File: src/rtl/vga_window_scanout.sv
// vga_window_scanout
//
// VGA scan-out engine. Generates horizontal and vertical timing for any mode.
// Scans a WIN_W x WIN_H window of an external double-buffered framebuffer RAM
// (synchronous read, RD_LAT cycles). The window is placed at (WIN_X, WIN_Y)
// inside the active area and each source pixel is replicated SCALE x SCALE.
//
// Ports
//   iCLK          pixel clock
//   iRST          synchronous active-high reset
//   iBUF_SEL      buffer to show from the next frame on (sampled at frame wrap)
//   iBORDER_RGB   {R,G,B} for active pixels outside the window
//   iFB_DATA      {R,G,B} RAM read data, valid RD_LAT cycles after oFB_RE
//   oFB_ADDR      {buffer, v*WIN_W+u} read address (held while oFB_RE = 0)
//   oFB_RE        read enable, high for in-window pixels only
//   oVGA_R/G/B    pixel colour
//   oVGA_H_SYNC   horizontal sync at SYNC_POL
//   oVGA_V_SYNC   vertical sync at SYNC_POL
//   oVGA_BLANK    1 = active video
//   oVGA_SYNC     tied to 0
//   oFRAME_START  one-cycle pulse when screen position (0,0) is on the outputs
//   oVBLANK       1 while the output line is outside the active lines
//
// Every output lags the timing counters by L = RD_LAT+2 cycles.
module vga_window_scanout #(
    parameter int H_SYNC_CYC   = 96,
    parameter int H_SYNC_BACK  = 48,
    parameter int H_SYNC_ACT   = 640,
    parameter int H_SYNC_FRONT = 16,
    parameter int V_SYNC_CYC   = 2,
    parameter int V_SYNC_BACK  = 33,
    parameter int V_SYNC_ACT   = 480,
    parameter int V_SYNC_FRONT = 10,
    parameter bit SYNC_POL     = 1'b0,
    parameter int WIN_W        = 256,
    parameter int WIN_H        = 256,
    parameter int WIN_X        = 192,
    parameter int WIN_Y        = 112,
    parameter int SCALE        = 1,
    parameter int COLOR_W      = 10,
    parameter int RD_LAT       = 1,
    localparam int PIX_AW      = $clog2(WIN_W * WIN_H),
    localparam int ADDR_W      = PIX_AW + 1
) (
    input  logic                   iCLK,
    input  logic                   iRST,
    input  logic                   iBUF_SEL,
    input  logic [3*COLOR_W-1:0]   iBORDER_RGB,
    input  logic [3*COLOR_W-1:0]   iFB_DATA,
    output logic [ADDR_W-1:0]      oFB_ADDR,
    output logic                   oFB_RE,
    output logic [COLOR_W-1:0]     oVGA_R,
    output logic [COLOR_W-1:0]     oVGA_G,
    output logic [COLOR_W-1:0]     oVGA_B,
    output logic                   oVGA_H_SYNC,
    output logic                   oVGA_V_SYNC,
    output logic                   oVGA_BLANK,
    output logic                   oVGA_SYNC,
    output logic                   oFRAME_START,
    output logic                   oVBLANK
);

    localparam int H_TOTAL = H_SYNC_CYC + H_SYNC_BACK + H_SYNC_ACT + H_SYNC_FRONT;
    localparam int V_TOTAL = V_SYNC_CYC + V_SYNC_BACK + V_SYNC_ACT + V_SYNC_FRONT;
    localparam int X_START = H_SYNC_CYC + H_SYNC_BACK;
    localparam int Y_START = V_SYNC_CYC + V_SYNC_BACK;
    // Window extents clipped to the active area.
    localparam int WX_END  = (WIN_X + WIN_W * SCALE > H_SYNC_ACT) ? H_SYNC_ACT : WIN_X + WIN_W * SCALE;
    localparam int WY_END  = (WIN_Y + WIN_H * SCALE > V_SYNC_ACT) ? V_SYNC_ACT : WIN_Y + WIN_H * SCALE;
    localparam int HW      = $clog2(H_TOTAL + 1);
    localparam int VW      = $clog2(V_TOTAL + 1);
    localparam int PIPE_D  = RD_LAT + 1;   // flag stages ahead of the output register
    localparam int REP_W   = 3;

    localparam logic [REP_W-1:0]  REP_LAST = REP_W'(SCALE - 1);
    localparam logic [PIX_AW-1:0] ROW_STEP = PIX_AW'(WIN_W);

    // Flag vector bit positions.
    localparam int F_HS  = 0;
    localparam int F_VS  = 1;
    localparam int F_ACT = 2;
    localparam int F_WIN = 3;
    localparam int F_FS  = 4;
    localparam int F_VB  = 5;

    // ---------------- stage 0: timing counters ----------------
    logic [HW-1:0] hCount;
    logic [VW-1:0] vCount;
    int            hPos;
    int            vPos;
    logic          hEnd;
    logic          vEnd;
    logic          winX;
    logic          winY;
    logic          inWin0;
    logic [5:0]    flags0;

    always_comb begin
        hPos   = 32'(hCount);
        vPos   = 32'(vCount);
        hEnd   = (hPos == H_TOTAL - 1);
        vEnd   = (vPos == V_TOTAL - 1);
        winX   = (hPos >= X_START + WIN_X) && (hPos < X_START + WX_END);
        winY   = (vPos >= Y_START + WIN_Y) && (vPos < Y_START + WY_END);
        inWin0 = winX && winY;
        flags0 = '0;
        flags0[F_HS]  = (hPos < H_SYNC_CYC);
        flags0[F_VS]  = (vPos < V_SYNC_CYC);
        flags0[F_ACT] = (hPos >= X_START) && (hPos < X_START + H_SYNC_ACT)
                     && (vPos >= Y_START) && (vPos < Y_START + V_SYNC_ACT);
        flags0[F_WIN] = inWin0;
        flags0[F_FS]  = (hPos == 0) && (vPos == 0);
        flags0[F_VB]  = !((vPos >= Y_START) && (vPos < Y_START + V_SYNC_ACT));
    end

    always_ff @(posedge iCLK) begin
        if (iRST) begin
            hCount <= '0;
            vCount <= '0;
        end else if (hEnd) begin
            hCount <= '0;
            vCount <= vEnd ? '0 : vCount + 1'b1;
        end else begin
            hCount <= hCount + 1'b1;
        end
    end

    // ---------------- stage 1: framebuffer address ----------------
    // u/uRep walk across the window line; vBase holds v*WIN_W and advances by
    // WIN_W every SCALE window lines, so no multiply or divide per pixel.
    logic [PIX_AW-1:0] uCount;
    logic [REP_W-1:0]  uRep;
    logic [PIX_AW-1:0] vBase;
    logic [REP_W-1:0]  vRep;
    logic              bufQ;
    logic [PIX_AW-1:0] pixAddr;
    logic [ADDR_W-1:0] fbAddrReg;
    logic              fbReReg;

    assign pixAddr = vBase + uCount;

    always_ff @(posedge iCLK) begin
        if (iRST) begin
            uCount    <= '0;
            uRep      <= '0;
            vBase     <= '0;
            vRep      <= '0;
            bufQ      <= 1'b0;
            fbAddrReg <= '0;
            fbReReg   <= 1'b0;
        end else begin
            fbReReg <= inWin0;
            if (inWin0) begin
                fbAddrReg <= {bufQ, pixAddr};
                if (uRep == REP_LAST) begin
                    uRep   <= '0;
                    uCount <= uCount + 1'b1;
                end else begin
                    uRep <= uRep + 1'b1;
                end
            end else begin
                uCount <= '0;
                uRep   <= '0;
            end
            // Buffer select changes only at the frame wrap so a frame never tears.
            if (hEnd && vEnd) begin
                vBase <= '0;
                vRep  <= '0;
                bufQ  <= iBUF_SEL;
            end else if (hEnd && winY) begin
                if (vRep == REP_LAST) begin
                    vRep  <= '0;
                    vBase <= vBase + ROW_STEP;
                end else begin
                    vRep <= vRep + 1'b1;
                end
            end
        end
    end

    assign oFB_ADDR = fbAddrReg;
    assign oFB_RE   = fbReReg;

    // ---------------- flag delay line, aligned with iFB_DATA ----------------
    genvar gi;
    for (gi = 0; gi < PIPE_D; gi++) begin : gStage
        logic [5:0] q;
        if (gi == 0) begin : gFirst
            always_ff @(posedge iCLK) begin
                if (iRST) q <= '0;
                else      q <= flags0;
            end
        end else begin : gNext
            always_ff @(posedge iCLK) begin
                if (iRST) q <= '0;
                else      q <= gStage[gi-1].q;
            end
        end
    end

    logic [5:0] flagsAligned;
    assign flagsAligned = gStage[PIPE_D-1].q;

    // ---------------- output register ----------------
    logic [3*COLOR_W-1:0] pixNext;
    logic [3*COLOR_W-1:0] rgbReg;
    logic                 hSyncReg;
    logic                 vSyncReg;
    logic                 blankReg;
    logic                 frameStartReg;
    logic                 vblankReg;

    always_comb begin
        pixNext = '0;
        if (flagsAligned[F_WIN])      pixNext = iFB_DATA;
        else if (flagsAligned[F_ACT]) pixNext = iBORDER_RGB;
    end

    always_ff @(posedge iCLK) begin
        if (iRST) begin
            rgbReg        <= '0;
            hSyncReg      <= !SYNC_POL;
            vSyncReg      <= !SYNC_POL;
            blankReg      <= 1'b0;
            frameStartReg <= 1'b0;
            vblankReg     <= 1'b0;
        end else begin
            rgbReg        <= pixNext;
            hSyncReg      <= flagsAligned[F_HS] ? SYNC_POL : !SYNC_POL;
            vSyncReg      <= flagsAligned[F_VS] ? SYNC_POL : !SYNC_POL;
            blankReg      <= flagsAligned[F_ACT];
            frameStartReg <= flagsAligned[F_FS];
            vblankReg     <= flagsAligned[F_VB];
        end
    end

    assign oVGA_R       = rgbReg[3*COLOR_W-1 -: COLOR_W];
    assign oVGA_G       = rgbReg[2*COLOR_W-1 -: COLOR_W];
    assign oVGA_B       = rgbReg[COLOR_W-1:0];
    assign oVGA_H_SYNC  = hSyncReg;
    assign oVGA_V_SYNC  = vSyncReg;
    assign oVGA_BLANK   = blankReg;
    assign oVGA_SYNC    = 1'b0;
    assign oFRAME_START = frameStartReg;
    assign oVBLANK      = vblankReg;

endmodule

File: config.mk
export PLATFORM = sky130hd
export DESIGN_NAME = vga_window_scanout
export DESIGN_NICKNAME = d
export VERILOG_FILES = /design/src/rtl/vga_window_scanout.sv
export SDC_FILE = /design/constraint.sdc
export NUM_CORES = 1
export LEC_CHECK = 0
export ABC_AREA = 1
export CORE_UTILIZATION = 30
export CTS_BUF_LIST = sky130_fd_sc_hd__clkbuf_8
export CTS_CLUSTER_SIZE = 16
export DETAILED_ROUTE_END_ITERATION = 10
export PLACE_DENSITY = 0.61
export SLEW_MARGIN = 20
export SYNTH_ARGS = -nofsm -noshare
export SYNTH_HDL_FRONTEND = slang
export SYNTH_SLANG_ARGS = --single-unit
File: constraint.sdc
create_clock -name iCLK -period 1.6 [get_ports iCLK]
set_clock_uncertainty 0.05 [all_clocks]
set_input_delay 0.16 -clock iCLK [delete_from_list [all_inputs] [get_ports iCLK]]
set_output_delay 0.16 -clock iCLK [all_outputs]
set_load 0.005 [all_outputs]
### Yosys cells after proc, flatten, opt, wreduce, memory -nomap -nowiden

Cells that the tools add are included.

| cells by class | value |
|---|---|
| add/sub/neg operators | 7 |
| magnitude comparators | 10 |
| equality and inequality tests | 2 |
| multiplexer cells | 6 |
| bitwise gates (word level) | 1 |
| reductions and logical operators | 20 |

Operators with widths:

| kind | number |
|---|---|
| $mux W30 | 2 |
| $lt A10 B10 Y1 const B | 3 |
| $add A10 B1 Y10 const B | 2 |
| $ge A10 B8 Y1 const B | 2 |
| $logic_not A10 Y1 | 2 |
| $add A16 B1 Y16 const B | 1 |
| $add A16 B16 Y16 | 1 |
| $add A16 B9 Y16 const B | 1 |
| $eq A10 B10 Y1 const B | 1 |
| $eq A10 B9 Y1 const B | 1 |
| $ge A10 B6 Y1 const B | 1 |
| $ge A10 B9 Y1 const B | 1 |
| $logic_and A1 B1 Y1 | 10 |
| $lt A10 B2 Y1 const B | 1 |
| $lt A10 B7 Y1 const B | 1 |
| $lt A10 B9 Y1 const B | 1 |
| $mux W10 | 1 |
| $add A3 B1 Y3 const B | 2 |
| $logic_not A3 Y1 | 2 |
| $reduce_or A2 Y1 | 3 |
| $mux W3 | 1 |
| $reduce_or A3 Y1 | 1 |
| $mux W1 | 2 |
| $reduce_and A2 Y1 | 1 |
| 2 further kinds | 2 |

| storage, ports and cells | value |
|---|---|
| register bits after elaboration | 124 |
| input bits | 63 |
| word-level logic and storage cells | 63 |

### Depth between registers and ports, before layout

| depth | value |
|---|---|
| word-level depth | 5 |
| mapped depth | 12 |

### Worst setup path after synthesis

Ideal clock, no wire load.

| timing path | value |
|---|---|
| path kind | register -> register |
| start point | reg vCount[0] |
| end point | reg fbAddrReg[13] (netlist: oFB_ADDR[13]) |
| library setup time | 113 ps |
| data arrival time | 1472 ps |
| required time | 1437 ps |
| path slack | -34 ps |
| stages on the path, launching flop included | 13 |
| period minus slack after synthesis | 1634 ps |
| path through | dfxtp_1 > ha_1 > inv_1 > nand2_1 > nand2_1 > nand2_2 > nand2_1 > nand2_1 > nor2_4 > nand2_4 > buf_6 > nor2_1 > nor2_1 |

| between the ends | value |
|---|---|
| word-level cells in the longest chain between the ends | 3 |
| elaborated cells between the ends (all ways) | 4 |
| classes of those cells | 2 x order compare; 2 x reduce/logical |

RTL lines:

| what | RTL line | text |
|---|---|---|
| start, declared | 88 | `logic [VW-1:0] vCount;` |
| start signal, assigned | 122 | `vCount <= vEnd ? '0 : vCount + 1'b1;` |
| $ge A10 B8 Y1 or $lt A10 B9 Y1 (tied branches) | 104 | `winY = (vPos >= Y_START + WIN_Y) && (vPos < Y_START + WY_END);` |
| $logic_and A1 B1 Y1 (*) | 104 |  |
| $logic_and A1 B1 Y1 (*) | 105 | `inWin0 = winX && winY;` |
| end signal, assigned | 154 | `fbAddrReg <= {bufQ, pixAddr};` |
| end, declared | 137 | `logic [ADDR_W-1:0] fbAddrReg;` |

Mark *: on every way between the ends. The rest lies on a longest branch, timed or not.
A chain may end at the register's enable or synchronous reset.

### Final worst setup path

| timing path | value |
|---|---|
| start point | reg vCount[1] |
| end point | reg fbAddrReg[12] (netlist: oFB_ADDR[12]) |

The elaborated chain is that of the path after synthesis.

==> run_results.csv <==
group,metric,value,unit
synthesis,synthAdderAreaFrac,0.04485,
global_route,track_usage,0.1593,
setup_path,cpPeakStageDelay,0.36,ns
run_status,violations,"setup timing",
flow_run,cap_violations,0,
detailed_routing,drcViolationCount,0,
cts,cts.sinks,115,
synthesis,netlist_area,0.005189,mm²
setup_path,critical_path.cell_chain,"ha_4 -> inv_2 -> nand2_2 -> nand2_2 -> nand2_4 -> a21oi_1 -> nor2_4 -> buf_12 -> buf_8 -> nand3_1 -> a21oi_1",
floorplan,start_util,0.3096,
placement,gp_congestion,0.8536,
detailed_routing,ant_nets,0,
synthesis,yosys.area_share.xor_xnor,0.03882,
synthesis,synthMuxAreaShare,0,
timing,finalHoldViolations,0,
synthesis,synth-simple-area-share,0.2853,
setup_path,cp_num_buf_inv,3,
final_layout,antenna_cells,0,
detailed_routing,dr.pass1.iters,5,
placement,post-dp-hpwl,10040,µm
floorplan,ios,117,
power_and_ir_drop,p_leak,3.221,nW
cts,clk_latency,0.45,ns
synthesis,synth_warnings,0,
setup_path,critPathCapture,"oFB_ADDR[12]$_SDFFE_PP0P_",
power_and_ir_drop,power-per-cell-area,731.1,mW/mm²
setup_path,startpoint,"vCount[1]$_SDFFE_PP0N_",
detailed_routing,drt-total-wl,13990,µm
timing,finalWorstSetupSlack,-0.09917,ns
power_and_ir_drop,power.share.clock,0.467,
floorplan,dieArea,0.01783,mm²
power_and_ir_drop,power.switching,1.310,mW
power_and_ir_drop,p_int,4.635,mW
cts,ctsHoldBuffers,0,
detailed_routing,num_vias,5137,
setup_path,reg2regPathDepth,11,
synthesis,synth_compound_area_frac,0.1054,
timing,period_share,1.062,
floorplan,die_w,133.5,µm
synthesis,netlist_instances,702,
floorplan,num_rows,47,
global_route,grt_first_pass_wirelength,22290,µm
setup_path,critPathTopFamily,"simple AND/OR/NAND/NOR gates",
setup_path,timing.rr.start,"vCount[1]$_SDFFE_PP0N_",
final_layout,mostFrequentLayoutCells,"nand2_1 (161), clkdlybuf4s50_1 (113), dfxtp_1 (105)",
detailed_routing,drt-vias-per-instance,4.483,
synthesis,avgSynthCellArea,7.391,µm²
setup_path,required,1.88,ns
timing,setup_viol,39,
setup_path,end_kind,"flip-flop",
setup_path,crit_path_top_delay_cell,"dfxtp_4",
synthesis,synth_top_family_by_area,"simple AND/OR/NAND/NOR gates",
cts,cts_htree_levels,4,
timing,min_period,1.699,ns
power_and_ir_drop,p_comb_frac,0.047,
setup_path,r2r-end,"oFB_ADDR[12]$_SDFFE_PP0P_",
detailed_routing,wl_per_cell,12.21,µm
global_route,overflow,0,
synthesis,synth_nets,783,
cts,cts_buffers,17,
timing,fmax,588.5,MHz
final_layout,fillers,1594,
final_layout,drive_gt1_frac,0.2538,
final_layout,stdcell_area,0.008132,mm²
placement,dp_cells,1098,
run_status,status,"finished, violations left",
setup_path,arrival,1.98,ns
synthesis,ys_ff_latch,115,
final_layout,instances_no_fill,1146,
timing,maxSlewViolCount,0,
power_and_ir_drop,total_power,5.945,mW
global_route,antenna_found_initial,0,
power_and_ir_drop,power_frac_seq,0.487,
setup_path,critPathLaunchType,"flip-flop",
synthesis,yosysSeqAreaShare,0.4437,
placement,placed_area,0.007137,mm²
final_layout,final_common_cell,"nand2_1",
synthesis,ys_types,42,
setup_path,path_depth,11,
floorplan,coreArea,0.01676,mm²
cts,cts.path.max_buffers,2,
power_and_ir_drop,p_sw_frac,0.2203,
timing,grt_setup_unrepaired,"yes",
final_layout,nets,994,
placement,port_buffers,115,
cts,clkTransAtPathRegs,0.07,ns
global_route,grt_max_degree,27,
setup_path,critical_path_class,"flip-flop to flip-flop",
cts,root_buffer,"clkbuf_8",
power_and_ir_drop,ir_drop,0.5375,mV
hold_path,hp-class,"input pin to flip-flop",
detailed_routing,drtIter0Drc,222,
final_layout,syn_to_final_growth,56.72,%
setup_path,rrSetupSlack,-0.1,ns
cts,cts_tree,"built",
setup_path,critPathMaxFanout,11,
global_route,grt_pass1_vias,4725,
floorplan,die_y,133.5,µm
placement,place_ws,-0.1129,ns
## metrics by stage
stage	hold slack (ns)	TNS, ns	util
floorplan	0.2505	0	-
global placement	0.3045	-2.849	0.4258
detailed placement	0.3114	-3.671	0.4258
CTS	0.02842	-2.683	0.4657
global route	0.05121	-7.304	0.4852
finish	0.05157	-2.346	0.4852
## power by group through the flow
stage	combinational (mW)	clock [mW]	sequential (mW)
after CTS	0.270	2.84	2.89
after global placement	0.263	0	2.96
after detailed placement	0.264	0	2.96
after global routing	0.304	2.96	2.89
after floorplan	0.0635	0	2.96
final	0.278	2.77	2.89
## worst min-delay path by stage
stage,startpoint,end,slack [ns],cells past startpoint
floorplan,iFB_DATA[28],rgbReg[28]$_SDFF_PP0_,0.25,2
global placement,flagsAligned[1]$_SDFF_PP0_,oVGA_V_SYNC$_SDFF_PP1_,0.30,1
detailed placement,flagsAligned[1]$_SDFF_PP0_,oVGA_V_SYNC$_SDFF_PP1_,0.31,1
CTS,iRST,oFB_ADDR[8]$_SDFFE_PP0P_,0.03,2
global route,iRST,oFB_ADDR[8]$_SDFFE_PP0P_,0.05,2
finish,iRST,oFB_ADDR[8]$_SDFFE_PP0P_,0.05,2
## kinds of logic after synthesis
logic type / count (synthesis)
AO/OA/AOI/OAI: 103
AND/OR/NAND/NOR: 338
buffers and inverters: 104
adder cells (fa/ha/maj): 18
flip-flops: 115
other: 1
XOR/XNOR: 23
## Yosys cell counts
| cell | count | area share |
|---|---|---|
| a21oi_1 | 76 | 0.073 |
| o21bai_1 | 1 | 0.0014 |
| nor2_1 | 72 | 0.052 |
| nor3b_1 | 3 | 0.0043 |
| nand2_1 | 177 | 0.13 |
| nand2_4 | 1 | 0.0022 |
| nor3_1 | 16 | 0.015 |
| buf_1 | 2 | 0.0014 |
| and3_1 | 2 | 0.0024 |
| or2_2 | 1 | 0.0012 |
| o31ai_1 | 1 | 0.0014 |
| clkbuf_1 | 12 | 0.0087 |
| nand3_2 | 1 | 0.0019 |
| o21ai_1 | 1 | 0.00096 |
| nand3b_1 | 1 | 0.0014 |
| buf_2 | 1 | 0.00096 |
| a21boi_0 | 1 | 0.0014 |
| a21oi_2 | 4 | 0.0068 |
| inv_1 | 79 | 0.057 |
| inv_2 | 3 | 0.0022 |
| dfxtp_1 | 115 | 0.44 |
| buf_4 | 4 | 0.0058 |
| nand4_1 | 17 | 0.020 |
| a31oi_1 | 2 | 0.0024 |
| nor4_1 | 2 | 0.0024 |
| conb_1 | 1 | 0.00072 |
| o21a_1 | 1 | 0.0014 |
| and2_1 | 1 | 0.0012 |
| fa_1 | 1 | 0.0039 |
| nor3_2 | 3 | 0.0058 |
| o21ai_0 | 15 | 0.014 |
| nand3_4 | 1 | 0.0034 |
| xnor2_1 | 7 | 0.012 |
| nor2_2 | 2 | 0.0024 |
| xor2_1 | 16 | 0.027 |
| ha_1 | 17 | 0.041 |
| nor2_4 | 3 | 0.0065 |
| a2111oi_0 | 1 | 0.0017 |
| clkinv_1 | 1 | 0.00072 |
| nand2_2 | 1 | 0.0012 |
| nand3_1 | 34 | 0.033 |
| buf_6 | 2 | 0.0043 |
## registers in the layout, summed over array words and instances, names as in the netlist, 3 cells and up
register and flops:
flagsAligned 6, gStage.q 6, hCount 10, oFB_ADDR 17
rgbReg 30, uCount 16, uRep 3, vBase 8
vCount 10, vRep 3
## worst register-to-register path, cell delays in order (launching register included)
cell     delay (ns)
dfxtp_4        0.36
ha_4           0.16
inv_2          0.06
nand2_2        0.07
nand2_2        0.08
nand2_4        0.06
a21oi_1        0.21
nor2_4         0.09
buf_12         0.14
buf_8          0.13
nand3_1        0.08
a21oi_1        0.06
## layout make-up
class,count,area [µm²],area share
Clock buffer,22,302.8,0.03724
Multi-Input combinational cell,483,2836,0.3488
Sequential cell,115,2320,0.2853
Inverter,83,326.6,0.04016
Timing Repair Buffer,212,1959,0.2410
Tap cell,220,275.3,0.03385
Clock inverter,10,106.4,0.01308
Timing Repair inverter,1,5.005,0.0006155
## what timing repair did
| item | in CTS | in global routing |
|---|---|---|
| gates resized for setup | 39 | 94 |
| cloned | 1 | 1 |
| pin swaps | 16 | 40 |
| setup buffers | 9 | 10 |
| setup endpoints to repair | 53 | 62 |
## routing by layer
layer,part of all wire,global-route usage,vias to the layer above
met5,0,0,-
met4,0.020,0.07323,0
met3,0.046,0.04110,20
met2,0.47,0.2543,121
met1,0.47,0.2009,2323
li1,-,-,2673
No activity file was read; power rests on OpenSTA's default activity.
